**src/rtl/range_sched.sv**
```systemverilog
// range_sched: round-robin arbiter sharing one 2*W2-bit unit
// among three requesters of widths W, 2*W2 and W2.
module range_sched #(
  parameter int W   = 4,
  parameter int W2  = W + 1,
  parameter int LAT = 2
) (
  input  logic            clk,
  input  logic            rst,
  input  logic            req1,
  input  logic            req2,
  input  logic            req3,
  input  logic [W-1:0]    in1,
  input  logic [2*W2-1:0] in2,
  input  logic [W2-1:0]   in3,
  output logic [W-1:0]    r1,
  output logic [2*W2-1:0] r2,
  output logic [W2-1:0]   r3,
  output logic            done1,
  output logic            done2,
  output logic            done3,
  output logic [2*W2-1:0] su_in,
  output logic            su_go,
  input  logic [2*W2-1:0] su_out,
  output logic            busy
);

  localparam int SW = 2 * W2;
  localparam int CW = $clog2(LAT + 1);

  typedef enum logic [1:0] {
    IDLE,
    ISSUE,
    WAIT,
    DONE
  } state_t;

  state_t        state_q, state_d;
  logic [1:0]    last_q, last_d;
  logic [CW-1:0] cnt_q, cnt_d;
  logic [SW-1:0] su_in_q, su_in_d;
  logic [W-1:0]  r1_q, r1_d;
  logic [SW-1:0] r2_q, r2_d;
  logic [W2-1:0] r3_q, r3_d;

  logic [2:0] req;
  logic       any_req;
  logic [1:0] pick;

  assign req     = {req3, req2, req1};
  assign any_req = |req;

  // Rotating priority: search starts just after the last grant.
  always_comb begin
    pick = 2'd1;
    case (last_q)
      2'd1:    pick = req[1] ? 2'd2 :
                      req[2] ? 2'd3 : 2'd1;
      2'd2:    pick = req[2] ? 2'd3 :
                      req[0] ? 2'd1 : 2'd2;
      default: pick = req[0] ? 2'd1 :
                      req[1] ? 2'd2 : 2'd3;
    endcase
  end

  // Next-state, grant, counter and result capture.
  always_comb begin
    state_d = state_q;
    last_d  = last_q;
    cnt_d   = cnt_q;
    su_in_d = su_in_q;
    r1_d    = r1_q;
    r2_d    = r2_q;
    r3_d    = r3_q;
    case (state_q)
      IDLE: begin
        if (any_req) begin
          state_d = ISSUE;
          last_d  = pick;
          case (pick)
            2'd1:    su_in_d = SW'(in1);
            2'd2:    su_in_d = in2;
            default: su_in_d = SW'(in3);
          endcase
        end
      end
      ISSUE: begin
        cnt_d   = CW'(LAT);
        state_d = WAIT;
      end
      WAIT: begin
        cnt_d = cnt_q - 1'b1;
        if (cnt_q == CW'(1)) begin
          state_d = DONE;
          case (last_q)
            2'd1:    r1_d = su_out[W-1:0];
            2'd2:    r2_d = su_out;
            default: r3_d = su_out[W2-1:0];
          endcase
        end
      end
      DONE: begin
        state_d = IDLE;
      end
      default: begin
        state_d = IDLE;
      end
    endcase
  end

  // State and datapath registers with synchronous reset.
  always_ff @(posedge clk) begin
    if (rst) begin
      state_q <= IDLE;
      last_q  <= 2'd3;
      cnt_q   <= '0;
      su_in_q <= '0;
      r1_q    <= '0;
      r2_q    <= '0;
      r3_q    <= '0;
    end else begin
      state_q <= state_d;
      last_q  <= last_d;
      cnt_q   <= cnt_d;
      su_in_q <= su_in_d;
      r1_q    <= r1_d;
      r2_q    <= r2_d;
      r3_q    <= r3_d;
    end
  end

  assign su_in = su_in_q;
  assign su_go = (state_q == ISSUE);
  assign busy  = (state_q != IDLE);
  assign done1 = (state_q == DONE) && (last_q == 2'd1);
  assign done2 = (state_q == DONE) && (last_q == 2'd2);
  assign done3 = (state_q == DONE) && (last_q == 2'd3);
  assign r1    = r1_q;
  assign r2    = r2_q;
  assign r3    = r3_q;

endmodule

```
**config.mk**
```make
export PLATFORM = sky130hd
export DESIGN_NAME = range_sched
export DESIGN_NICKNAME = d
export VERILOG_FILES = /design/src/rtl/range_sched.sv
export SDC_FILE = /design/constraint.sdc
export NUM_CORES = 1
export LEC_CHECK = 0
export BUFFER_PORTS_ARGS = -buffer_cell sky130_fd_sc_hd__clkbuf_2
export CORE_UTILIZATION = 45
export CTS_CLUSTER_DIAMETER = 120
export DETAILED_ROUTE_END_ITERATION = 10
export PLACE_DENSITY = 0.85
export SLEW_MARGIN = 5
export SYNTH_ARGS = -nofsm -noshare
export SYNTH_HDL_FRONTEND = slang
export SYNTH_SLANG_ARGS = --single-unit
export TNS_END_PERCENT = 30
```
**constraint.sdc**
```tcl
create_clock -name clk -period 2.7 [get_ports clk]
set_input_delay 0.27 -clock clk [delete_from_list [all_inputs] [get_ports clk]]
set_output_delay 0.27 -clock clk [all_outputs]
set_load 0.05 [all_outputs]
```
==> impl_results.md <==
* First-pass GRT wire length at 6090 microns
* Clk_skew at 0.00728 ns
* Top post-synthesis cells by area: dfxtp_1, ha_1, nand2_1
* Final Setup Violations at 0
* FF-to-FF Start: last_q[0]
* Worst-Skew Late Latency at 0.27 ns
* Total power at 2.33 mW
* Clk buf depth at 2
* Slew HR at 42.1%
* IO Pins at 68
* Pin count of the biggest net entering global routing at 38
* CTS buffer count at 5
* Crit path required time at 2.82 ns
* DR vias at 1518
* DR WL/cell at 12.1 microns
* Initial core utilization at 48.4%
* Synth top area share at 41.7%
* Filler instances at 312
* Port Buf Inserts at 67
* Placer Congestion at 0.830
* Number of distinct library cells after synthesis at 36
* Setup TNS at 0 ns
* Highest routed layer: met4
* Max VDD drop at 0.000525 V
* Htree depth at 2
* Internal at 1.37 mW
* Synth Instances at 190
* Max Transition Viols Final at 0
* Post-synthesis cell area at 1680 sq um
* WL final at 3640 microns
* Core area at 3470 sq um
* Die area at 3980 sq um
* Crit. Startpoint: last_q[0]
* N_diodes at 0
* Worst R2R Setup Slack at 0.26 ns
* CTS Root Cell: clkbuf_8
* WP data arrival at 2.56 ns
* Lkg Pwr at 1.05 nW
* Status: finished clean
* Met3 WL at 258 microns
* Net switching power at 0.965 mW
* Clock Sinks at 35
* DRC viols at 0
* GRT overflow at 0
* Antenna-violating nets left at 0
* Area grow syn2layout at 27.7%
* Multi-input gate area at 882 sq um
* Tightest Hold Check Type: input port to flip-flop
* Area leader, netlist: dfxtp_1
* CP Launch Type: flip-flop
* TritonCTS clock tree: done
* Die W at 63.1 microns
* Setup CP Type: flip-flop to flip-flop
* Switching Fraction at 41.4%
* Crit share post-route at 90.3%
* Place WS at 0.281 ns
* Reg2reg end: su_in[0]
* PwrDens at 1090 nW/um^2
* Gates resized, CTS repair at 0
* Vias in the first global route at 1386
* DR pass1 iterations at 6
* Worst Path Max Fanout at 10
* Row cnt at 21
* Reg area at 701 sq um
* Clock-pin slew on the worst setup and hold paths at 0.07 ns
* Post-Syn Area per Cell at 8.84 sq um
* Metal2 WL at 1710 microns
* Share of cells above drive strength 1 at 34.5%
* DR vias/cell at 5.04
* RSZ-0062 raised after global routing: false
* Setup ws final at 0.262 ns
* Final net count at 299
* Sequential share of the synthesized area at 41.7%
* End of the critical path: su_in[0]
* Clock share of power at 23.4%
* Register bit count reported by yosys at 35
* Worst r2r path cells at 9
* Warnings, synthesis at 0
* Die Height at 63.1 microns
* Setup crit end kind: flip-flop
* Hold Vio Cnt, Final at 0
* Post-cts hold buffer count at 0
* WL met1 at 1650 microns
* Final HPWL DP at 2710 microns
* Min cycle time layout at 2.44 ns
* Fmax at 410 MHz
* Worst Max-Slew Pin Slew at 0.864 ns
* Max Cap Viol at 0
* Total track usage at 18.9%
* DRT iter0 DRCs at 99
* Synthesized netlist net count at 235
* Reg power frac at 28.0%
* Initial antenna violation count at 0
* Comb pwr share at 48.6%
* Setup bufs post-CTS at 0
-- area by class of cell --
class | count | share of cell area (%)
inverters | 10 | 1.75
repair buffers | 67 | 15.6
multi-input cells | 135 | 41.1
clock buffers | 6 | 3.38
clock inverters | 2 | 2.80
flip-flops and latches | 35 | 32.7
well taps | 46 | 2.68
-- worst min-delay path by stage --
| stage | from | to | slack (ns) | cells after the start |
|---|---|---|---|---|
| 6_report | su_out[6] | r2[6] | 0.21 | 3 |
| 3_3_place_gp | r2[8] | r2[8] | 0.44 | 2 |
| 4_1_cts | su_out[6] | r2[6] | 0.21 | 3 |
| 3_5_place_dp | r2[8] | r2[8] | 0.45 | 2 |
| 5_1_grt | su_out[6] | r2[6] | 0.21 | 3 |
| 2_1_floorplan | su_out[0] | r2[0] | 0.41 | 2 |
-- power groups by stage --
stage / Clock, mW / Combinational [mW] / Sequential (mW)
after floorplan: 0 / 0.823 / 0.776
after global placement: 0 / 1.09 / 0.659
after detailed placement: 0 / 1.13 / 0.664
after CTS: 0.552 / 1.14 / 0.653
after global routing: 0.580 / 1.25 / 0.660
final: 0.546 / 1.13 / 0.653
-- worst max-delay path, cell delays in order (launching register included) --
cell and delay (ns):
dfxtp_1 0.40, inv_1 0.08, ha_1 0.41, and3b_1 0.24
a211oi_4 0.26, inv_1 0.08, ha_1 0.32, a221o_1 0.35
nand3_1 0.10, a21oi_2 0.05
-- kinds of logic after synthesis --
family / count (synthesis) / share of synthesized area (%)
buf+inv: 20 / 5.81
mux: 11 / 6.63
flops: 35 / 41.7
simple gates: 77 / 21.8
fa+ha+maj: 11 / 8.19
compound gates: 36 / 15.9
-- routing by layer --
metal / vias up / track usage (%)
met4: 0 / 5.23
met2: 66 / 32.1
met1: 682 / 24.0
met3: 2 / 3.99
met5: - / 0
li1: 768 / -
-- synth_stat cells --
| cell type | n |
|---|---|
| mux2i_1 | 10 |
| and2_1 | 3 |
| buf_6 | 2 |
| nor2_2 | 1 |
| o21ba_2 | 1 |
| a21oi_1 | 18 |
| a221o_1 | 4 |
| buf_1 | 1 |
| nand2_2 | 1 |
| buf_2 | 2 |
| ha_1 | 11 |
| clkbuf_1 | 3 |
| nor2b_1 | 3 |
| nand2b_1 | 6 |
| o21a_1 | 2 |
| clkbuf_2 | 1 |
| a211oi_4 | 1 |
| mux2_2 | 1 |
| and3_1 | 1 |
| buf_4 | 1 |
| o31a_2 | 1 |
| o31a_1 | 1 |
| nor2_1 | 16 |
| nor3_2 | 2 |
| a311oi_1 | 1 |
| and3b_1 | 1 |
| o31ai_2 | 1 |
| inv_1 | 10 |
| a221oi_1 | 1 |
| nand2_1 | 29 |
| a21oi_2 | 4 |
| nor3_1 | 2 |
| o21bai_1 | 1 |
| dfxtp_1 | 35 |
| nand3_1 | 11 |
| nand3_2 | 1 |
-- flip-flops by register name, summed over array words and instances (netlist names) --
register  cells
cnt_q         2
r2           10
state_q       2
su_in        10
r3            5
r1            4
last_q        2
-- per-stage QoR --
step	std cells	cell area, sq um	util (%)	hold slack (ns)
after CTS	301	2150	61.9	0.210
final	301	2150	61.9	0.212
after detailed placement	293	2010	58.0	0.446
after floorplan	190	1680	-	0.406
after global placement	293	2010	58.0	0.441
after global routing	301	2150	61.9	0.214
-- layout by cell type, fill, tap and decap left out, drive strengths merged --
cell    synthesis  final
a211oi          1      1
a21oi          22     22
a221o           4      4
a221oi          1      1
a311oi          1      1
and2            3      3
and3            1      1
and3b           1      1
bufinv          0      2
clkbuf          4     73
dfxtp          35     35
ha             11     11
inv            10     10
mux2            1      1
mux2i          10     10
nand2          30     30
nand2b          6      6
nand3          12     12
nor2           17     17
nor2b           3      3
nor3            4      4
o21a            2      2
o21ba           1      1
o21bai          1      1
o31a            2      2
o31ai           1      1
No activity file was read; power rests on OpenSTA's default activity.
